`config.mk`:
```
export PLATFORM = sky130hd
export DESIGN_NAME = maxpool_stream
export DESIGN_NICKNAME = d
export VERILOG_FILES = /design/src/rtl/maxpool_stream.sv
export SDC_FILE = /design/constraint.sdc
export NUM_CORES = 1
export LEC_CHECK = 0
export ABC_AREA = 1
export CAP_MARGIN = 15
export CORE_MARGIN = 2
export CORE_UTILIZATION = 54
export CTS_CLUSTER_SIZE = 16
export DETAILED_ROUTE_END_ITERATION = 16
export GPL_ROUTABILITY_DRIVEN = 1
export PLACE_DENSITY_LB_ADDON = 0.05
export RECOVER_POWER = 50
export SYNTH_ARGS = -nofsm -noshare
export SYNTH_HDL_FRONTEND = slang
export SYNTH_SLANG_ARGS = --single-unit
```
`constraint.sdc`:
```
create_clock -name clk -period 4.1 [get_ports clk]
set_input_delay 0.615 -clock clk [delete_from_list [all_inputs] [get_ports clk]]
set_output_delay 0.615 -clock clk [all_outputs]
set_load 0.05 [all_outputs]
```
`src/rtl/maxpool_stream.sv`:
```
`timescale 1ns/1ps
// maxpool_stream
// Streaming 1-D max pooling over fixed-length vectors of signed samples.
// Each vector of LEN samples is cut into windows of WIN samples (stride WIN).
// A short final window collects the LEN mod WIN tail samples, so each vector
// yields ceil(LEN/WIN) results. There is one output register with
// valid/ready handshaking. Back-pressure stalls only the sample that would
// close a window. Samples that do not close a window are always accepted.
//
// Ports
//   clk          clock, rising edge
//   reset        synchronous, active-high reset
//   s_data_in    signed input sample
//   s_valid      input sample valid
//   s_ready      block accepts a sample this cycle
//   m_data_out   signed pooled result
//   m_valid      m_data_out holds a result
//   m_ready      downstream accepts the result
module maxpool_stream #(
    parameter int WIDTH = 8,
    parameter int WIN   = 2,
    parameter int LEN   = 7
) (
    input  logic                    clk,
    input  logic                    reset,
    input  logic signed [WIDTH-1:0] s_data_in,
    input  logic                    s_valid,
    output logic                    s_ready,
    output logic signed [WIDTH-1:0] m_data_out,
    output logic                    m_valid,
    input  logic                    m_ready
);

    localparam int WC_W = (WIN > 1) ? $clog2(WIN) : 1;
    localparam int EC_W = (LEN > 1) ? $clog2(LEN) : 1;
    localparam logic [WC_W-1:0] WIN_LAST  = WC_W'(WIN - 1);
    localparam logic [EC_W-1:0] ELEM_LAST = EC_W'(LEN - 1);

    logic [WC_W-1:0]         win_cnt;
    logic [EC_W-1:0]         elem_cnt;
    logic signed [WIDTH-1:0] run_max;
    logic signed [WIDTH-1:0] pooled;
    logic                    win_first;
    logic                    vec_last;
    logic                    closing;
    logic                    in_xfer;
    logic                    out_xfer;

    always_comb begin
        win_first = (win_cnt == '0);
        vec_last  = (elem_cnt == ELEM_LAST);
        closing   = (win_cnt == WIN_LAST) || vec_last;
        // The first sample of a window replaces whatever run_max holds.
        // run_max can hold the result of the previous window or vector.
        pooled    = (win_first || (s_data_in > run_max)) ? s_data_in : run_max;
        // A closing sample needs the output register free, or being
        // emptied this cycle.
        s_ready   = !reset && !(m_valid && !m_ready && closing);
        in_xfer   = s_valid && s_ready;
        out_xfer  = m_valid && m_ready;
    end

    always_ff @(posedge clk) begin
        if (reset) begin
            win_cnt    <= '0;
            elem_cnt   <= '0;
            run_max    <= '0;
            m_data_out <= '0;
            m_valid    <= 1'b0;
        end else begin
            if (in_xfer) begin
                run_max  <= pooled;
                win_cnt  <= closing  ? '0 : win_cnt + WC_W'(1);
                elem_cnt <= vec_last ? '0 : elem_cnt + EC_W'(1);
            end
            // A load takes priority over the clear. This keeps back-to-back
            // results without a bubble.
            if (in_xfer && closing) begin
                m_data_out <= pooled;
                m_valid    <= 1'b1;
            end else if (out_xfer) begin
                m_valid    <= 1'b0;
            end
        end
    end

endmodule

```
==> impl_metrics.env <==
export IMPL_synth_area_um2=1140
export IMPL_ios=22
export IMPL_diodes=0
export IMPL_placementRows=16
export IMPL_drive_gt1_frac=0.0486
export IMPL_cts_root_buf="clkbuf_4"
export IMPL_worstSkewPairLatency_ps=310
export IMPL_synth_top_area_share=0.368
export IMPL_via_per_inst=5.00
export IMPL_status="completed"
export IMPL_cts_tree="yes"
export IMPL_cts_htree_levels=1
export IMPL_fmaxAchievable_mhz=310
export IMPL_clockBufferDepth=2
export IMPL_synth_most_common_cell="nand2_1"
export IMPL_start_util=0.576
export IMPL_hpwlAfterDp_um=1820
export IMPL_vias=1059
export IMPL_critPathCaptureType="register"
export IMPL_cts_resized=0
export IMPL_hold_depth=2
export IMPL_netlist_instances=163
export IMPL_ys_ff_latch=21
export IMPL_antenna_found_initial=0
export IMPL_rsz0062_at_grt="no"
export IMPL_ys_warn_count=0
export IMPL_grt_use_total=0.210
export IMPL_grt_pass1_wl_um=4000
export IMPL_final_util=0.698
export IMPL_hp_class="reg2reg"
export IMPL_finalSetupViolCount=0
export IMPL_synthDistinctLibCells=22
export IMPL_drtIter0Drc=19
export IMPL_hold_buffers=0
export IMPL_gr_total_overflow=0
export IMPL_hp_start="m_data_out[0]"
export IMPL_dr_pass1_iters=4
export IMPL_synth_ff_type="dfxtp_1"
export IMPL_cp_max_fo=11
export IMPL_powerDensity_nw_per_um2=312
export IMPL_die_area_um2=2500
export IMPL_reg2reg_depth=10
export IMPL_worst_setup_path_type="in2reg"
export IMPL_skew_ps=5.54
export IMPL_r2r_end="m_data_out[6]"
export IMPL_ant_nets=0
export IMPL_cts_sinks=21
export IMPL_die_height_um=50.0
export IMPL_ys_seq_area_frac=0.368
export IMPL_hold_path_end="m_data_out[0]"
export IMPL_tns_ps=0
export IMPL_synth_area_per_cell_um2=7.00
export IMPL_finalMaxSlewViolations=0
export IMPL_critPathRequiredTime_ps=4360
export IMPL_synth_largest_area_cell="dfxtp_1"
export IMPL_synth_nets=183
export IMPL_reg2reg_from="win_cnt"
export IMPL_finalPower_uw=432
export IMPL_final_nets=206
export IMPL_core_um2=1980
export IMPL_grt_start_max_net_pins=12
export IMPL_worst_slew_pin_slew_ps=532
export IMPL_cts_buffers=3
export IMPL_cp_start_kind="input port"
export IMPL_synth_edff_count=0
export IMPL_async_flop_share=0
export IMPL_gp_congestion=0.843
export IMPL_netlist_top_cells_count="nand2_1 (47), nand3_1 (36), inv_1 (24), dfxtp_1 (21), ha_1 (8)"
export IMPL_numPortBuffers=21
export IMPL_arrival_ps=3480
export IMPL_area_growth_synth_to_final_pct=21.2
export IMPL_leakagePower_uw=0.000713
export IMPL_grt_pass1_vias=954
export IMPL_slew_limit_headroom=0.644
export IMPL_wl_per_cell_um=11.3
export IMPL_drv_cap=0
export IMPL_r2r_setup_slack_ps=1430
export IMPL_path_clk_slew_ps=110
export IMPL_finalCritPeriodShare=0.787
export IMPL_drc=0
export IMPL_fp_dieW_um=50.0
export IMPL_hold_violations=0
export IMPL_cts_setup_buffers=0
export IMPL_fin_crit_ps=3230
export IMPL_peakVddDrop_mv=0.195
export IMPL_synthTopCellsByArea="dfxtp_1 (37%), nand3_1 (16%), nand2_1 (15%)"
export IMPL_postRouteWirelength_um=2390
==> placed cells by master, fill, tap and decap left out, types with 2 or more instances in the layout <==
master	n
clkdlybuf4s50_1	11
dfxtp_1	21
nand3_1	37
a21oi_1	4
o21ai_1	2
nor2_1	5
ha_1	8
dlygate4sd3_1	10
nand2_1	47
clkbuf_4	3
inv_1	26
==> final cells by class <==
cell class              count  area (um^2)
flip-flops and latches     21          420
inverters                  27          103
multi-input cells         112          589
repair buffers             21          210
well taps                  27         33.8
fillers                   173          599
clock buffers               4         26.3
==> critical path, stage by stage <==
cell	delay (ps)
dlygate4sd3_1	740
inv_1	270
nand3_1	490
inv_1	340
nand2_2	150
clkinvlp_2	410
nor2_8	310
nand2_1	80
nand2_1	70
==> through the flow <==
stage	setup WS, ps	hold slack (ps)	cells	cell area [um^2]
global placement	1230	436	208	1360
floorplan	2000	447	163	1140
finish	874	453	212	1380
detailed placement	1240	440	208	1360
global route	617	483	212	1380
CTS	1230	459	212	1390
==> cells by family (layout without fill, tap and decap cells) <==
logic type	after synthesis	count (layout)	share of synthesized area
simple gates	96	96	0.395
flops	21	21	0.368
buf+inv	30	52	0.111
fa+ha+maj	8	8	0.0877
compound gates	8	8	0.0384
==> sequential cells by signal, indices dropped and copies added (netlist names) <==
register    count
run_max         8
m_data_out      8
elem_cnt        3
win_cnt         1
m_valid         1
==> per-layer routing <==
layer / vias to the layer above / routed length, um / part of all wire / track usage
met5: - / 0 / 0 / 0
met4: 0 / 23 / 0.0096 / 0.0926
met3: 4 / 109 / 0.046 / 0.0303
met2: 27 / 1210 / 0.51 / 0.382
met1: 455 / 1050 / 0.44 / 0.241
li1: 573 / - / - / -
==> report_power, final <==
group	leakage [uW]	internal, uW	switching, uW
Sequential	0.000172	216	8.13
Clock	0.0000150	38.0	63.5
Combinational	0.000526	39.0	66.8
Total	0.000713	293	138
==> worst max path at each step <==
stage	startpoint	endpoint	slack (ps)	cells after the start
CTS	reset	s_ready	1230	3
global route	reset	m_data_out[1]	620	9
detailed placement	reset	s_ready	1240	3
global placement	reset	s_ready	1230	3
floorplan	m_ready	s_ready	2000	2
finish	reset	m_data_out[6]	870	9
(Power assumes the default switching activity.)
